File: src/rtl/aes_key_sched_ctrl.sv
// AES-128 key-schedule sequencer: loads the external expander, captures all
// round keys into a local store and serves them by round in either direction.
module aes_key_sched_ctrl #(
    parameter int NR = 10
) (
    input  logic         clk,
    input  logic         rst,
    input  logic         key_vld,
    output logic         key_rdy,
    input  logic [127:0] key_in,
    output logic         kld,
    output logic [127:0] key_exp,
    input  logic [31:0]  wo_0,
    input  logic [31:0]  wo_1,
    input  logic [31:0]  wo_2,
    input  logic [31:0]  wo_3,
    output logic         rk_vld,
    input  logic         dec,
    input  logic [3:0]   rd_idx,
    output logic [127:0] rk_out
);
    localparam int         NK   = NR + 1;
    localparam logic [3:0] LAST = 4'(NR);

    typedef enum logic [1:0] {IDLE, EXPAND, DONE} state_t;

    state_t       state_reg, state_next;
    logic [3:0]   cnt_reg, cnt_next;
    logic         rk_vld_reg, rk_vld_next;
    logic [127:0] rk_out_reg;
    logic [127:0] store_q [NK];
    logic [127:0] wo_word;
    logic         accept;
    logic         idx_ok;
    logic [3:0]   eff_idx;

    assign wo_word = {wo_0, wo_1, wo_2, wo_3};
    assign key_rdy = (state_reg == IDLE) || (state_reg == DONE);
    assign accept  = key_vld & key_rdy;
    assign kld     = accept;
    assign key_exp = key_in;
    assign rk_vld  = rk_vld_reg;
    assign rk_out  = rk_out_reg;

    always_ff @(posedge clk or posedge rst) begin
        if (rst) begin
            state_reg  <= IDLE;
            cnt_reg    <= 4'd0;
            rk_vld_reg <= 1'b0;
        end else begin
            state_reg  <= state_next;
            cnt_reg    <= cnt_next;
            rk_vld_reg <= rk_vld_next;
        end
    end

    always_comb begin
        state_next  = state_reg;
        cnt_next    = cnt_reg;
        rk_vld_next = rk_vld_reg;
        unique case (state_reg)
            IDLE, DONE: begin
                if (key_vld) begin
                    state_next  = EXPAND;
                    cnt_next    = 4'd0;
                    rk_vld_next = 1'b0;
                end
            end
            EXPAND: begin
                // The expander advances unconditionally, so capture every cycle
                // and stop with cnt parked on the last round.
                if (cnt_reg == LAST) begin
                    state_next  = DONE;
                    rk_vld_next = 1'b1;
                end else begin
                    cnt_next = cnt_reg + 4'd1;
                end
            end
            default: state_next = IDLE;
        endcase
    end

    generate
        for (genvar gi = 0; gi < NK; gi++) begin : g_store
            logic [127:0] entry_reg;
            always_ff @(posedge clk or posedge rst) begin
                if (rst)
                    entry_reg <= 128'h0;
                else if (state_reg == EXPAND && cnt_reg == 4'(gi))
                    entry_reg <= wo_word;
            end
            assign store_q[gi] = entry_reg;
        end
    endgenerate

    // Out-of-range requests are clamped to entry 0 before the mux and then zeroed.
    assign idx_ok  = (rd_idx <= LAST);
    assign eff_idx = !idx_ok ? 4'd0 : (dec ? (LAST - rd_idx) : rd_idx);

    always_ff @(posedge clk or posedge rst) begin
        if (rst)
            rk_out_reg <= 128'h0;
        else if (rk_vld_reg && idx_ok)
            rk_out_reg <= store_q[eff_idx];
        else
            rk_out_reg <= 128'h0;
    end

endmodule

File: config.mk
export PLATFORM = sky130hd
export DESIGN_NAME = aes_key_sched_ctrl
export DESIGN_NICKNAME = d
export VERILOG_FILES = /design/src/rtl/aes_key_sched_ctrl.sv
export SDC_FILE = /design/constraint.sdc
export NUM_CORES = 2
export LEC_CHECK = 0
export BUFFER_PORTS_ARGS = -buffer_cell sky130_fd_sc_hd__buf_2
export CAP_MARGIN = 0
export CELL_PAD_IN_SITES_DETAIL_PLACEMENT = 1
export CELL_PAD_IN_SITES_GLOBAL_PLACEMENT = 2
export CORE_AREA = 2 2 433 435
export DETAILED_ROUTE_END_ITERATION = 6
export DIE_AREA = 0 0 435 437
export PLACE_DENSITY = 0.87
export SYNTH_ARGS = -nofsm -noshare
export SYNTH_HDL_FRONTEND = slang
export SYNTH_SLANG_ARGS = --single-unit
File: constraint.sdc
create_clock -name clk -period 58.8 [get_ports clk]
set_clock_uncertainty 0.1 [all_clocks]
set_input_delay 11.76 -clock clk [delete_from_list [all_inputs] [get_ports clk]]
set_output_delay 11.76 -clock clk [all_outputs]
set_load 0.03 [all_outputs]
**Yosys cells after proc, flatten, opt, wreduce, memory -nomap -nowiden**

Index checks and enable logic that the tools add are counted.

- Reductions and logical operators: 20
- Add/subtract/negate cells: 2
- Eq/ne operators: 15
- Bitwise logic cells: 2
- Mux-type cells: 15
- $lt $le $gt $ge: 2

Operators with widths:

| cell | number |
|---|---|
| 128-bit binary-select mux with 4-bit select | 1 |
| 128-bit 2-to-1 mux | 3 |
| 4-bit by 3-bit equality test with 1-bit output (second input constant) | 4 |
| 4-bit 2-to-1 mux | 4 |
| 4-bit equality test (second input constant) | 3 |
| 1-bit logical AND | 12 |
| 4-bit by 2-bit equality test with 1-bit output (second input constant) | 2 |
| 4-bit one-hot mux with 2 select lines | 1 |
| 2-bit inequality test (second input constant) | 3 |
| 3-bit AND reduction | 2 |
| 5-bit >= comparator (second input constant) | 1 |
| 4-bit inverter with 5-bit output | 1 |
| 4-bit by 1-bit adder with 4-bit output (second input constant) | 1 |
| 4-bit by 1-bit equality test with 1-bit output (second input constant) | 1 |
| 4-bit less-or-equal comparator (second input constant) | 1 |
| 4-bit zero test | 1 |
| 2-bit 2-to-1 mux | 2 |
| 2-bit one-hot mux with 2 select lines | 1 |
| 4-bit subtractor (first input constant) | 1 |
| 2-bit by 1-bit equality test with 1-bit output (second input constant) | 1 |
| 2-bit equality test (second input constant) | 1 |
| 2-bit zero test | 1 |
| 1-bit 2-to-1 mux | 2 |
| 1-bit one-hot mux with 2 select lines | 1 |
| other kinds (5) | 5 |

- Register bits: 1543
- Bits of input ports: 264
- Output and inout port bits: 259
- Logic and storage cells: 71

**Depth between registers and ports, before layout**

- Word-level depth: 8
- Depth in mapped cells: 14
- Mapped depth without buffers: 8

**Worst setup path after synthesis**

Ideal clock, no wire load.

- Path type: in2out
- Start point: input port key_vld
- End point: output port kld
- Stages on the path: 2
- Path buffers: 0
- Required time: 46.940 ns
- Arrival: 12.071 ns
- Setup slack: 34.869 ns
- Cell sequence: nand2_1 > inv_1

- Cells in the longest elaborated chain, start to end: 1

RTL lines:

| element | line | RTL |
|---|---|---|
| start, declared | 8 | `input logic key_vld,` |
| 1-bit AND | 39 | `assign accept = key_vld & key_rdy;` |
| end, declared | 11 | `output logic kld,` |

Every way passes these cells.

**Worst setup path after layout**

Same ends and word-level chain as after synthesis.

==> flow_summary.yaml <==
route:
  num_vias: 46859
  vias_per_cell: 5.88
  ant_nets: 0
  wl_per_cell_um: 27.5
  drt_iter0_markers: 3309
  wl_mm: 219
  first_pass_iters: 5
  drc_errors: 0
placed_design:
  gp_congestion: 0.741
  port-buffer-count: 266
  place_ws_ps: 34660
  dpl.hpwl_mm: 117
layout:
  drive_gt1_frac: 0.372
  area_growth_syn_to_layout_pct: 10.0
  multi_input_area_sq_um: 28300
  fill_cells: 19166
  seq_area_sq_um: 38600
  largest_reg_flops: 1408
  nets: 5604
clocking:
  tritoncts: "done"
  cts_sinks: 1543
  numCtsBuffers: 162
  cts_buffer_depth: 3
  clkLatencyLatePin_ps: 820
  htree_levels: 4
  cts.repair.resized: 0
  postCtsSetupRepairBufs: 0
  hold_buffers: 0
  root_buffer: "clkbuf_16"
  path_clk_slew_ps: 60
synthesis:
  yosysTopAreaCellShare: 0.550
  synth.most_common_cell: "dfrtp_1"
  syn_area_sq_um: 70200
  ys_ff_latch: 1543
  yosys-top-cells-area: "dfrtp_1 (55%), mux2_2 (23%), a221oi_1 (3.2%)"
  synth_common_cells: "dfrtp_1 (1,543), mux2_2 (1,409), nand2_1 (529)"
  avgSynthCellArea_sq_um: 12.7
  postSynth.asyncResetShare: 1.00
  synth_fp_nets: 5810
  yosysSeqAreaShare: 0.550
  synth_cell_types: 46
  yosysTopAreaCell: "dfrtp_1"
  synth_enable_flop_cells: 0
  synth_cells: 5540
  ys.warnings.count: 0
  synth-main-ff-cell: "dfrtp_1"
worst_setup_path:
  crit_start: "key_vld"
  r2r_slack_ps: 54610
  crit_end: "kld"
  critPathArrivalTime_ps: 12280
  critPathKind: "primary input to primary output"
  worstPathRequired_ps: 46940
  end_kind: "primary output"
  path_max_fanout: 3
  reg2reg_from: "state_reg[1]"
  worstRegToRegCells: 6
  start_kind: "primary input"
  r2r_end: "g_store[2].entry_reg[4]"
global_route:
  grt_overflow: 0
  grt_usage: 0.227
  first_global_vias: 51334
  grt_max_degree: 159
  antenna_found_initial: 73
  grt_pass1_wl_mm: 330
timing:
  tightest_slew_ps: 1280
  hold_viol_final: 0
  period_needed_ps: 24140
  final-setup-viol-count: 0
  relSlewSlack: 0.146
  worst_slack_ps: 34660
  drv_slew: 0
  period_share: 0.411
  max_freq_ghz: 0.0414
  setup_tns_ps: 0
  rsz0062_at_grt: "no"
pwr:
  ir_worst_vdd_mv: 0.0322
  p_clk_frac: 0.248
  p_comb_frac: 0.296
  power.density_nw_per_um2: 52.4
  p_int_w: 0.00279
  power.switching_w: 0.00126
  p_seq_frac: 0.457
  p_sw_frac: 0.311
  p_leak_nw: 33.6
  finalPower_w: 0.00405
floorplan:
  core-area_sq_um: 185000
  initial_core_util: 0.379
  die_x_um: 435
  dieArea_sq_um: 190000
  die_h_um: 437
  pin_count: 523
  rows: 158
worst_hold_path:
  worstHoldStart: "g_store[10].entry_reg[24]"
  hold_path.class: "flop to flop"
outcome:
  outcome: "finished clean"
run:
  drv_cap: 0
==> through the flow <==
| stage | util | hold WS (ps) | cells | area (sq um) |
|---|---|---|---|---|
| 6_report | 0.417 | 397 | 7966 | 77200 |
| 3_3_place_gp | 0.389 | 380 | 7650 | 72000 |
| 2_1_floorplan | - | 372 | 5540 | 70200 |
| 4_1_cts | 0.417 | 400 | 7934 | 77100 |
| 3_5_place_dp | 0.389 | 387 | 7650 | 72000 |
| 5_1_grt | 0.417 | 411 | 7959 | 77200 |
==> placed cells by master (no fill, tap or decap), drive strengths merged, types with 3 or more instances in the layout <==
master / n
diode: 32
xor2: 3
clkinv: 24
a311oi: 127
and3: 242
inv: 18
nand3: 4
nor4b: 6
mux2: 1409
a21oi: 137
mux2i: 123
buf: 346
nand2: 531
ha: 6
a211oi: 129
a221oi: 254
bufinv: 3
nor2b: 4
a31oi: 3
dfrtp: 1543
clkbuf: 245
a21o: 8
nor3: 4
o21ai: 132
nor2: 16
o311a: 121
==> layer usage <==
layer	vias up	wire length, um	GRT usage
li1	19823	-	-
met1	25237	89500	0.275
met2	1247	110000	0.394
met3	536	9250	0.0319
met4	16	10100	0.114
met5	-	115	0.00126
==> power by group through the flow <==
stage               Clock, W  Combinational [W]  Sequential, W
floorplan                  0           0.000939        0.00181
CTS                  0.00102            0.00120        0.00184
detailed placement         0            0.00120        0.00186
global route         0.00106            0.00129        0.00191
finish               0.00100            0.00120        0.00185
global placement           0            0.00114        0.00181
==> cells by family after synthesis <==
logic type,after synthesis,share of synthesized area
flops,1543,0.550
mux,1532,0.244
compound gates,919,0.100
simple gates,811,0.0537
buf+inv,724,0.0501
fa+ha+maj,6,0.00107
xor+xnor,5,0.00111
==> cell type report <==
cell class,count,area share
multi-input combinational,3273,0.366
clock buffer,245,0.0612
antenna,32,0.00104
inverter,8,0.000486
tap,2480,0.0402
timing repair buffer,346,0.0264
clock inverter,39,0.00478
sequential,1543,0.500
==> worst max-delay path, cell delays in order <==
cell	delay, ps
buf_2	90
nand2_1	90
inv_1	120
buf_2	210
==> how the worst min path moves through the flow <==
| stage | cells past startpoint | slack (ps) | to |
|---|---|---|---|
| floorplan | 1 | 370 | g_store[10].entry_reg[0] |
| global placement | 1 | 380 | g_store[10].entry_reg[88] |
| detailed placement | 1 | 390 | g_store[10].entry_reg[96] |
| CTS | 1 | 400 | g_store[10].entry_reg[62] |
| global route | 1 | 410 | g_store[0].entry_reg[20] |
| finish | 1 | 400 | g_store[10].entry_reg[24] |
No activity file was read; power rests on OpenSTA's default activity.
